--- src/rtl/taxi_fare_pkg.sv ---
// rtl/taxi_fare_pkg.sv - shared tariff types, field codes, default tariffs and BCD nibble helper
package taxi_fare_pkg;

   typedef enum logic [1:0] {
      ST_IDLE   = 2'd0,
      ST_EDIT_S = 2'd1,
      ST_EDIT_D = 2'd2,
      ST_EDIT_W = 2'd3
   } edit_state_e;

   localparam logic [1:0] FIELD_S    = 2'd0;
   localparam logic [1:0] FIELD_DIST = 2'd1;
   localparam logic [1:0] FIELD_WAIT = 2'd2;

   localparam int DIGIT_W = 4;
   localparam int WORD_W  = 12;

   localparam logic [WORD_W-1:0] S_FARE_DEF    = 12'h100;
   localparam logic [WORD_W-1:0] DIST_FARE_DEF = 12'h002;
   localparam logic [WORD_W-1:0] WAIT_FARE_DEF = 12'h010;

   localparam logic [1:0] DIGIT_MS = 2'd2;

   // Single-digit BCD increment: no carry out, out-of-range nibbles restart at 0.
   function automatic logic [DIGIT_W-1:0] bcd_inc(input logic [DIGIT_W-1:0] n);
      return (n >= 4'd9) ? 4'd0 : n + 4'd1;
   endfunction

   function automatic logic [WORD_W-1:0] bump_digit(input logic [WORD_W-1:0] word,
                                                    input logic [1:0]        digit);
      logic [WORD_W-1:0] res;
      res = word;
      case (digit)
         2'd0:    res[3:0]  = bcd_inc(word[3:0]);
         2'd1:    res[7:4]  = bcd_inc(word[7:4]);
         default: res[11:8] = bcd_inc(word[11:8]);
      endcase
      return res;
   endfunction

endpackage

--- src/rtl/key_debounce.sv ---
// rtl/key_debounce.sv - synchronizer, level debounce and one-cycle rising-edge press for one button
module key_debounce #(
   parameter logic [19:0] DEBOUNCE_COUNT = 20'd1_000_000
) (
   input  logic clk,
   input  logic rst,
   input  logic key_raw,
   output logic level,
   output logic press
);

   logic        sync1_q, sync1_d;
   logic        sync2_q, sync2_d;
   logic        level_q, level_d;
   logic        level_dly_q, level_dly_d;
   logic        press_q, press_d;
   logic [19:0] cnt_q, cnt_d;

   always_comb begin
      sync1_d     = key_raw;
      sync2_d     = sync1_q;
      level_d     = level_q;
      level_dly_d = level_q;
      press_d     = level_q & ~level_dly_q;
      cnt_d       = 20'd0;
      // Any sample matching the accepted level restarts the stability count.
      if (sync2_q != level_q) begin
         if (cnt_q >= DEBOUNCE_COUNT - 20'd1) begin
            level_d = sync2_q;
         end else begin
            cnt_d = cnt_q + 20'd1;
         end
      end
   end

   always_ff @(posedge clk) begin
      if (rst) begin
         sync1_q     <= 1'b0;
         sync2_q     <= 1'b0;
         level_q     <= 1'b0;
         level_dly_q <= 1'b0;
         press_q     <= 1'b0;
         cnt_q       <= 20'd0;
      end else begin
         sync1_q     <= sync1_d;
         sync2_q     <= sync2_d;
         level_q     <= level_d;
         level_dly_q <= level_dly_d;
         press_q     <= press_d;
         cnt_q       <= cnt_d;
      end
   end

   assign level = level_q;
   assign press = press_q;

endmodule

--- src/rtl/tariff_config.sv ---
// rtl/tariff_config.sv - tariff edit FSM with shadow/live BCD words; TARIFF_AUTOREPEAT_EN adds held-inc repeat
module tariff_config
   import taxi_fare_pkg::*;
#(
   parameter logic [19:0] DEBOUNCE_COUNT = 20'd1_000_000,
   parameter logic [24:0] REPEAT_COUNT   = 25'd25_000_000,
   parameter logic [11:0] S_FARE_INIT    = S_FARE_DEF,
   parameter logic [11:0] DIST_FARE_INIT = DIST_FARE_DEF,
   parameter logic [11:0] WAIT_FARE_INIT = WAIT_FARE_DEF
) (
   input  logic        clk,
   input  logic        rst,
   input  logic        en,
   input  logic        key_mode,
   input  logic        key_next,
   input  logic        key_inc,
   output logic [11:0] s_fare,
   output logic [11:0] distance_fare_per_pulse,
   output logic [11:0] wait_fare_per_unit,
   output logic        edit_active,
   output logic [1:0]  edit_field,
   output logic [1:0]  edit_digit,
   output logic        cfg_update
);

   logic mode_press, next_press, inc_press;
   logic mode_level, next_level, inc_level;
   logic rep_fire;

   edit_state_e state_q, state_d;
   logic [1:0]  digit_q, digit_d;
   logic [11:0] live_s_q, live_s_d, live_d_q, live_d_d, live_w_q, live_w_d;
   logic [11:0] sh_s_q, sh_s_d, sh_d_q, sh_d_d, sh_w_q, sh_w_d;
   logic        cfg_q, cfg_d;

   key_debounce #(.DEBOUNCE_COUNT(DEBOUNCE_COUNT)) u_db_mode (
      .clk(clk), .rst(rst), .key_raw(key_mode), .level(mode_level), .press(mode_press));
   key_debounce #(.DEBOUNCE_COUNT(DEBOUNCE_COUNT)) u_db_next (
      .clk(clk), .rst(rst), .key_raw(key_next), .level(next_level), .press(next_press));
   key_debounce #(.DEBOUNCE_COUNT(DEBOUNCE_COUNT)) u_db_inc (
      .clk(clk), .rst(rst), .key_raw(key_inc), .level(inc_level), .press(inc_press));

`ifdef TARIFF_AUTOREPEAT_EN
   logic [24:0] rep_cnt_q, rep_cnt_d;
   logic        rep_hold;
   logic        unused_levels;
   assign unused_levels = ^{mode_level, next_level};

   // Repeat interval is measured from the initial press; any state/digit change restarts it.
   always_comb begin
      rep_hold  = (state_q != ST_IDLE) & inc_level & ~en & ~mode_press & ~next_press;
      rep_fire  = rep_hold & ~inc_press & (rep_cnt_q == REPEAT_COUNT - 25'd1);
      rep_cnt_d = (!rep_hold || inc_press || rep_fire) ? 25'd0 : rep_cnt_q + 25'd1;
   end

   always_ff @(posedge clk) begin
      if (rst) rep_cnt_q <= 25'd0;
      else     rep_cnt_q <= rep_cnt_d;
   end
`else
   logic unused_levels;
   assign unused_levels = ^{mode_level, next_level, inc_level, REPEAT_COUNT};
   assign rep_fire      = 1'b0;
`endif

   always_comb begin
      state_d  = state_q;
      digit_d  = digit_q;
      live_s_d = live_s_q;
      live_d_d = live_d_q;
      live_w_d = live_w_q;
      sh_s_d   = sh_s_q;
      sh_d_d   = sh_d_q;
      sh_w_d   = sh_w_q;
      cfg_d    = 1'b0;
      if (state_q == ST_IDLE) begin
         if (mode_press && !en) begin
            sh_s_d  = live_s_q;
            sh_d_d  = live_d_q;
            sh_w_d  = live_w_q;
            state_d = ST_EDIT_S;
            digit_d = DIGIT_MS;
         end
      end else if (en) begin
         state_d = ST_IDLE;
         digit_d = DIGIT_MS;
      end else if (mode_press) begin
         digit_d = DIGIT_MS;
         case (state_q)
            ST_EDIT_S: state_d = ST_EDIT_D;
            ST_EDIT_D: state_d = ST_EDIT_W;
            default: begin
               state_d  = ST_IDLE;
               live_s_d = sh_s_q;
               live_d_d = sh_d_q;
               live_w_d = sh_w_q;
               cfg_d    = 1'b1;
            end
         endcase
      end else if (next_press) begin
         digit_d = (digit_q == 2'd0) ? DIGIT_MS : digit_q - 2'd1;
      end else if (inc_press || rep_fire) begin
         case (state_q)
            ST_EDIT_S: sh_s_d = bump_digit(sh_s_q, digit_q);
            ST_EDIT_D: sh_d_d = bump_digit(sh_d_q, digit_q);
            default:   sh_w_d = bump_digit(sh_w_q, digit_q);
         endcase
      end
   end

   always_ff @(posedge clk) begin
      if (rst) begin
         state_q  <= ST_IDLE;
         digit_q  <= DIGIT_MS;
         live_s_q <= S_FARE_INIT;
         live_d_q <= DIST_FARE_INIT;
         live_w_q <= WAIT_FARE_INIT;
         sh_s_q   <= S_FARE_INIT;
         sh_d_q   <= DIST_FARE_INIT;
         sh_w_q   <= WAIT_FARE_INIT;
         cfg_q    <= 1'b0;
      end else begin
         state_q  <= state_d;
         digit_q  <= digit_d;
         live_s_q <= live_s_d;
         live_d_q <= live_d_d;
         live_w_q <= live_w_d;
         sh_s_q   <= sh_s_d;
         sh_d_q   <= sh_d_d;
         sh_w_q   <= sh_w_d;
         cfg_q    <= cfg_d;
      end
   end

   always_comb begin
      case (state_q)
         ST_EDIT_S: edit_field = FIELD_S;
         ST_EDIT_D: edit_field = FIELD_DIST;
         ST_EDIT_W: edit_field = FIELD_WAIT;
         default:   edit_field = FIELD_S;
      endcase
   end

   assign edit_active             = (state_q != ST_IDLE);
   assign edit_digit              = digit_q;
   assign cfg_update              = cfg_q;
   assign s_fare                  = live_s_q;
   assign distance_fare_per_pulse = live_d_q;
   assign wait_fare_per_unit      = live_w_q;

endmodule

--- config.mk ---
export PLATFORM = sky130hd
export DESIGN_NAME = tariff_config
export DESIGN_NICKNAME = d
export VERILOG_FILES = /design/src/rtl/taxi_fare_pkg.sv /design/src/rtl/key_debounce.sv /design/src/rtl/tariff_config.sv
export SDC_FILE = /design/constraint.sdc
export NUM_CORES = 1
export LEC_CHECK = 0
export CELL_PAD_IN_SITES_DETAIL_PLACEMENT = 0
export CELL_PAD_IN_SITES_GLOBAL_PLACEMENT = 1
export CORE_ASPECT_RATIO = 1.4
export CORE_MARGIN = 3
export CORE_UTILIZATION = 40
export DETAILED_ROUTE_END_ITERATION = 16
export PLACE_DENSITY_LB_ADDON = 0.1
export SLEW_MARGIN = 10
export SYNTH_ARGS = -nofsm -noshare
export SYNTH_HDL_FRONTEND = slang
export SYNTH_SLANG_ARGS = --single-unit
--- constraint.sdc ---
create_clock -name clk -period 1.95 [get_ports clk]
set_input_delay 0.39 -clock clk [delete_from_list [all_inputs] [get_ports clk]]
set_output_delay 0.39 -clock clk [all_outputs]
set_load 0.1 [all_outputs]
* Word level (Yosys, flattened, before mapping)
Index checks and enable logic that the tools add are counted.
** Operators by class
- Equal/unequal tests :: 13
- Reductions and logical operators :: 33
- Mux-type cells :: 52
- Bitwise logic cells :: 13
- Magnitude comparators :: 12
- $add $sub $neg :: 13
** Operators with widths (number)
- $mux 12 :: 21
- $mux 4 :: 18
- $reduce_and 7->1 :: 9
- $add 20x1->20 const B :: 3
- $ge 20x20->1 const B :: 3
- $add 4x1->4 const B :: 9
- $ge 4x4->1 const B :: 9
- $mux 2 :: 10
- $reduce_bool 2->1 :: 6
- $not 1->1 :: 10
- $reduce_and 2->1 :: 5
- $reduce_or 3->1 :: 3
- $ne 2x1->1 const B :: 4
- $pmux 2 s2 :: 2
- $eq 2x1->1 const B :: 2
- $eq 2x2->1 const B :: 2
- $logic_not 2->1 :: 2
- $ne 2x2->1 const B :: 2
- $reduce_and 4->1 :: 1
- $reduce_bool 4->1 :: 1
- $reduce_or 2->1 :: 2
- $reduce_or 4->1 :: 1
- $and 1x1->1 :: 3
- $ne 1x1->1 :: 3
- 5 further kinds :: 5
** Storage, ports and cells
- Flip-flop bits (word level) :: 152
- Logic and storage cells :: 169
- Output and inout bits :: 42

* Longest topological paths before layout
- Depth in word-level cells :: 9
- Mapped depth :: 9

* Modules after synthesis
Synthesis repeated with hierarchy kept, for this count alone.
** Second synthesis, totals
- Cell total of the unflattened synthesis :: 844
- Area, all modules :: 7279.5 µm²
** By module, submodules not included
- tariff_config :: cells each 481, area an instance 4092.7 µm², times used 1
- key_debounce :: cells each 121, area an instance 1062.3 µm², times used 3

* Worst setup path after synthesis
No wires, ideal clock.
- Kind :: reg-to-reg
- From :: register digit_q[0] (netlist: edit_digit[0])
- To :: register sh_d_q[9]
- Stages on the path, launching flop included :: 8
- Arrival :: 2.637 ns
- Clock period less this slack :: 2.779 ns
- Library setup time :: 0.142 ns
- Data required time :: 1.808 ns
- Setup slack :: -0.829 ns
- Cell sequence :: dfxtp_1 inv_1 ha_1 or4b_1 a21oi_2 o21ai_0 a221oi_1 a211oi_1
** On the way
- Longest elaborated chain between the ends :: 4
** RTL lines
- start, declared :: line tariff_config.sv:31 : logic [1:0] digit_q, digit_d;
- start signal, assigned :: line tariff_config.sv:124 : digit_q <= digit_d;
- $eq 2x1->1 / $logic_not 2->1 (equally long branches) :: line taxi_fare_pkg.sv:33 : case (digit)
- $reduce_or 2->1 (no source line) *
- $ne 2x1->1 (no source line) *
- $reduce_and 7->1 (no source line) *
- end signal, assigned :: line tariff_config.sv:119 : sh_d_q <= DIST_FARE_INIT;
- end signal, assigned :: line tariff_config.sv:129 : sh_d_q <= sh_d_d;
- end, declared :: line tariff_config.sv:33 : logic [11:0] sh_s_q, sh_s_d, sh_d_q, sh_d_d, sh_w_q, sh_w_d;
Every way passes the cells marked *; elsewhere a longest branch is shown, timed or not.
A chain may end at the register's enable or synchronous reset.

* Final worst setup path
- From :: register state_q[1]
- To :: register sh_s_q[10]
** On the way
- Longest elaborated chain between the ends :: 3
** RTL lines
- start, declared :: line tariff_config.sv:30 : edit_state_e state_q, state_d;
- start signal, assigned :: line tariff_config.sv:123 : state_q <= state_d;
- $logic_not 2->1 / $eq 2x1->1 (equally long branches) :: line tariff_config.sv:76, tariff_config.sv:103
- $ne 2x2->1 (no source line), or another cell as far along
- $reduce_and 7->1 (no source line)
- end signal, assigned :: line tariff_config.sv:128 : sh_s_q <= sh_s_d;
- end, declared :: line tariff_config.sv:33
Several ways; a longest one is shown, not always the timed one.

==> impl_metrics.tcl <==
set metrics [dict create \
    yosysWarnings 0 \
    path_buf_inv 1 \
    netlist_instances 832 \
    synth-edff-count 0 \
    clock-root-buffer "clkbuf_16" \
    pwr_density_cell_nw_per_um2 750 \
    cts_tree "built" \
    dr.pass1.iters 5 \
    regArea_sq_um 3050 \
    drive_gt1_share_pct 20.1 \
    mostFrequentLayoutCells "dfxtp_1, nand2_1, nor2_1, buf_4, a21oi_1" \
    grt_max_degree 41 \
    cts_buffers 17 \
    rows 56 \
    crit_path_max_fanout 6 \
    syn_area_sq_um 7070 \
    antenna_found_initial 0 \
    critical_path_arrival_ps 2240 \
    synthesis.nets 875 \
    hold_viol_final 0 \
    worst-setup-path-type "reg2reg" \
    slew_violations 0 \
    syn2layout_area_growth_pct 28.0 \
    cellLeakagePower_uw 0.00333 \
    endpoint_kind "flop" \
    finClkSkew_ps 9.22 \
    seq_area_frac_synth_pct 43.0 \
    grt.overflow.total 0 \
    cap_violations 0 \
    rsz0062_at_grt "yes" \
    layout_commonest_cell "dfxtp_1" \
    synth_area_leaders "dfxtp_1, ha_1, nand2_1" \
    synthArstFlopShare_pct 0 \
    clock_path_buffers 2 \
    wl_per_cell_um 14.3 \
    multi_input_area_sq_um 3820 \
    num_vias 5951 \
    critical_path.cell_chain "inv_2, ha_4, or4b_4, a21oi_4, and2b_2, o21ai_2, a221oi_2" \
    worst-slew-pin-transition_ps 460 \
    status "completed" \
    gp_congestion 0.787 \
    max_freq_mhz 525 \
    critical_path.slowest_cell "or4b_4" \
    fill_cells 1602 \
    ant_nets 0 \
    holdBufCountCts 0 \
    die_area_sq_um 19300 \
    die_w_um 118 \
    drt-initial-drc-count 363 \
    cts.sinks 152 \
    reg2reg_from "state_q[1]" \
    synthFlopType "dfxtp_1" \
    grt_first_pass_wirelength_mm 28.0 \
    synth.distinct_cells 58 \
    drc_errors 0 \
    required_ps 2290 \
    synth_top_area_cell "dfxtp_1" \
    port_buffers 47 \
    hold_start "rst" \
    min_period_ps 1910 \
    grt_usage_pct 17.6 \
    io_pins 48 \
    core_sq_um 17000 \
    htree_levels 4 \
    synth_top_cell_area_share_pct 43.0 \
    ir_worst_vdd_mv 0.508 \
    slowest_delay_ps 530 \
    dieHeight_um 163 \
    routed_via_density 5.13 \
    ys_ff_latch 152 \
    clk_latency_ps 420 \
    start_util_pct 41.5 \
    hold_path.class "in2reg" \
    clkTransAtPathRegs_ps 60 \
    design_power_total_uw 6790 \
    crit_start "state_q[1]" \
    dp_slack_ps -139 \
    cp-start-kind "flop" \
    fin_crit_sh_pct 97.7 \
    worst_slack_ps 44.5 \
    hpwl_mm 11.5 \
    grt_pass1_vias 5904 \
    relSlewSlack_pct 69.3 \
    syn_avg_cell_area_sq_um 8.50 \
    cp_top_family "simple AND/OR/NAND/NOR gates" \
    fin_nets 959 \
    drt-total-wl_mm 16.7 \
    finalSetupViolations 0 \
    antenna_cells 0 \
]
## cells in the mapped netlist (14+ instances only)
library cell and count:
dfxtp_1 152, xor2_1 31, nand2_1 107, a21oi_1 67
a211oi_1 16, o21ai_0 33, nand3_1 31, ha_1 37
nor3_1 14, a221oi_1 15, inv_1 45, nor2_1 80
xnor2_1 26, clkbuf_1 28
## cell type report
cell class	count	share of cell area, %
clock inverter	11	1.84
tap	232	3.21
timing repair buffer	102	11.7
clock buffer	21	5.32
sequential	152	33.7
inverter	45	1.96
multi-input combinational	598	42.2
## layer usage
metal | up-vias | part of all wire, % | GRT usage, %
met5 | - | 0 | 0
met4 | 0 | 1.5 | 6.03
met1 | 2827 | 44 | 19.8
li1 | 3048 | - | -
met2 | 60 | 51 | 32.4
met3 | 16 | 3.2 | 4.02
## report_power, final
| part | switching (uW) | internal, uW |
|---|---|---|
| clock network | 1300 | 2280 |
| registers | 3.81 | 3110 |
| logic | 62.8 | 29.3 |
| total | 1370 | 5420 |
## worst register-to-register path: cells and delay by family, from the launching register on
family / cells / cell delay, ps
buffers and inverters: 1 / 50
AOI/OAI and AO/OA: 3 / 500
adders and majority gates: 1 / 180
and+or+nand+nor: 2 / 760
DFF: 1 / 340
## stage by stage
step           utilization [%]  hold WS (ps)  instance area [sq um]  setup TNS, ps  cells
5_1_grt                   53.2           305                   9050           -198   1161
2_1_floorplan                -           368                   7120           -795    832
4_1_cts                   52.8           307                   8980          -4.44   1160
3_5_place_dp              48.3           382                   8230           -807   1124
6_report                  53.2           302                   9050              0   1161
3_3_place_gp              48.3           376                   8230           -128   1124
## kinds of logic after synthesis
logic type,synth area share (%)
AO/OA/AOI/OAI,15.6
XOR/XNOR,7.06
adder cells (fa/ha/maj),6.55
buffers and inverters,4.80
flip-flops,43.0
multiplexers,0.425
AND/OR/NAND/NOR,22.5
## sequential cells by signal, indices dropped and copies added (netlist names), 2 cells and up
register and cells:
distance_fare_per_pulse 12, edit_digit 2, s_fare 12, sh_d_q 12, sh_s_q 12, sh_w_q 12
state_q 2, u_db_inc.cnt_q 20, u_db_mode.cnt_q 20, u_db_next.cnt_q 20, wait_fare_per_unit 12
## timing repair
item,CTS,global route
gates cloned,1,0
pin swaps,4,7
setup endpoints to repair,12,43
gates resized for setup,13,13
setup buffers,3,1
## worst paths after layout
path                                          end  slack [ps]  depth (start not counted)
worst max-delay path                   sh_s_q[10]          40                          7
worst min-delay path            u_db_mode.sync2_q         300                          2
worst max register to register         sh_s_q[10]          40                          7
worst min register to register    u_db_next.press         380                          1
No activity file was read; power rests on OpenSTA's default activity.
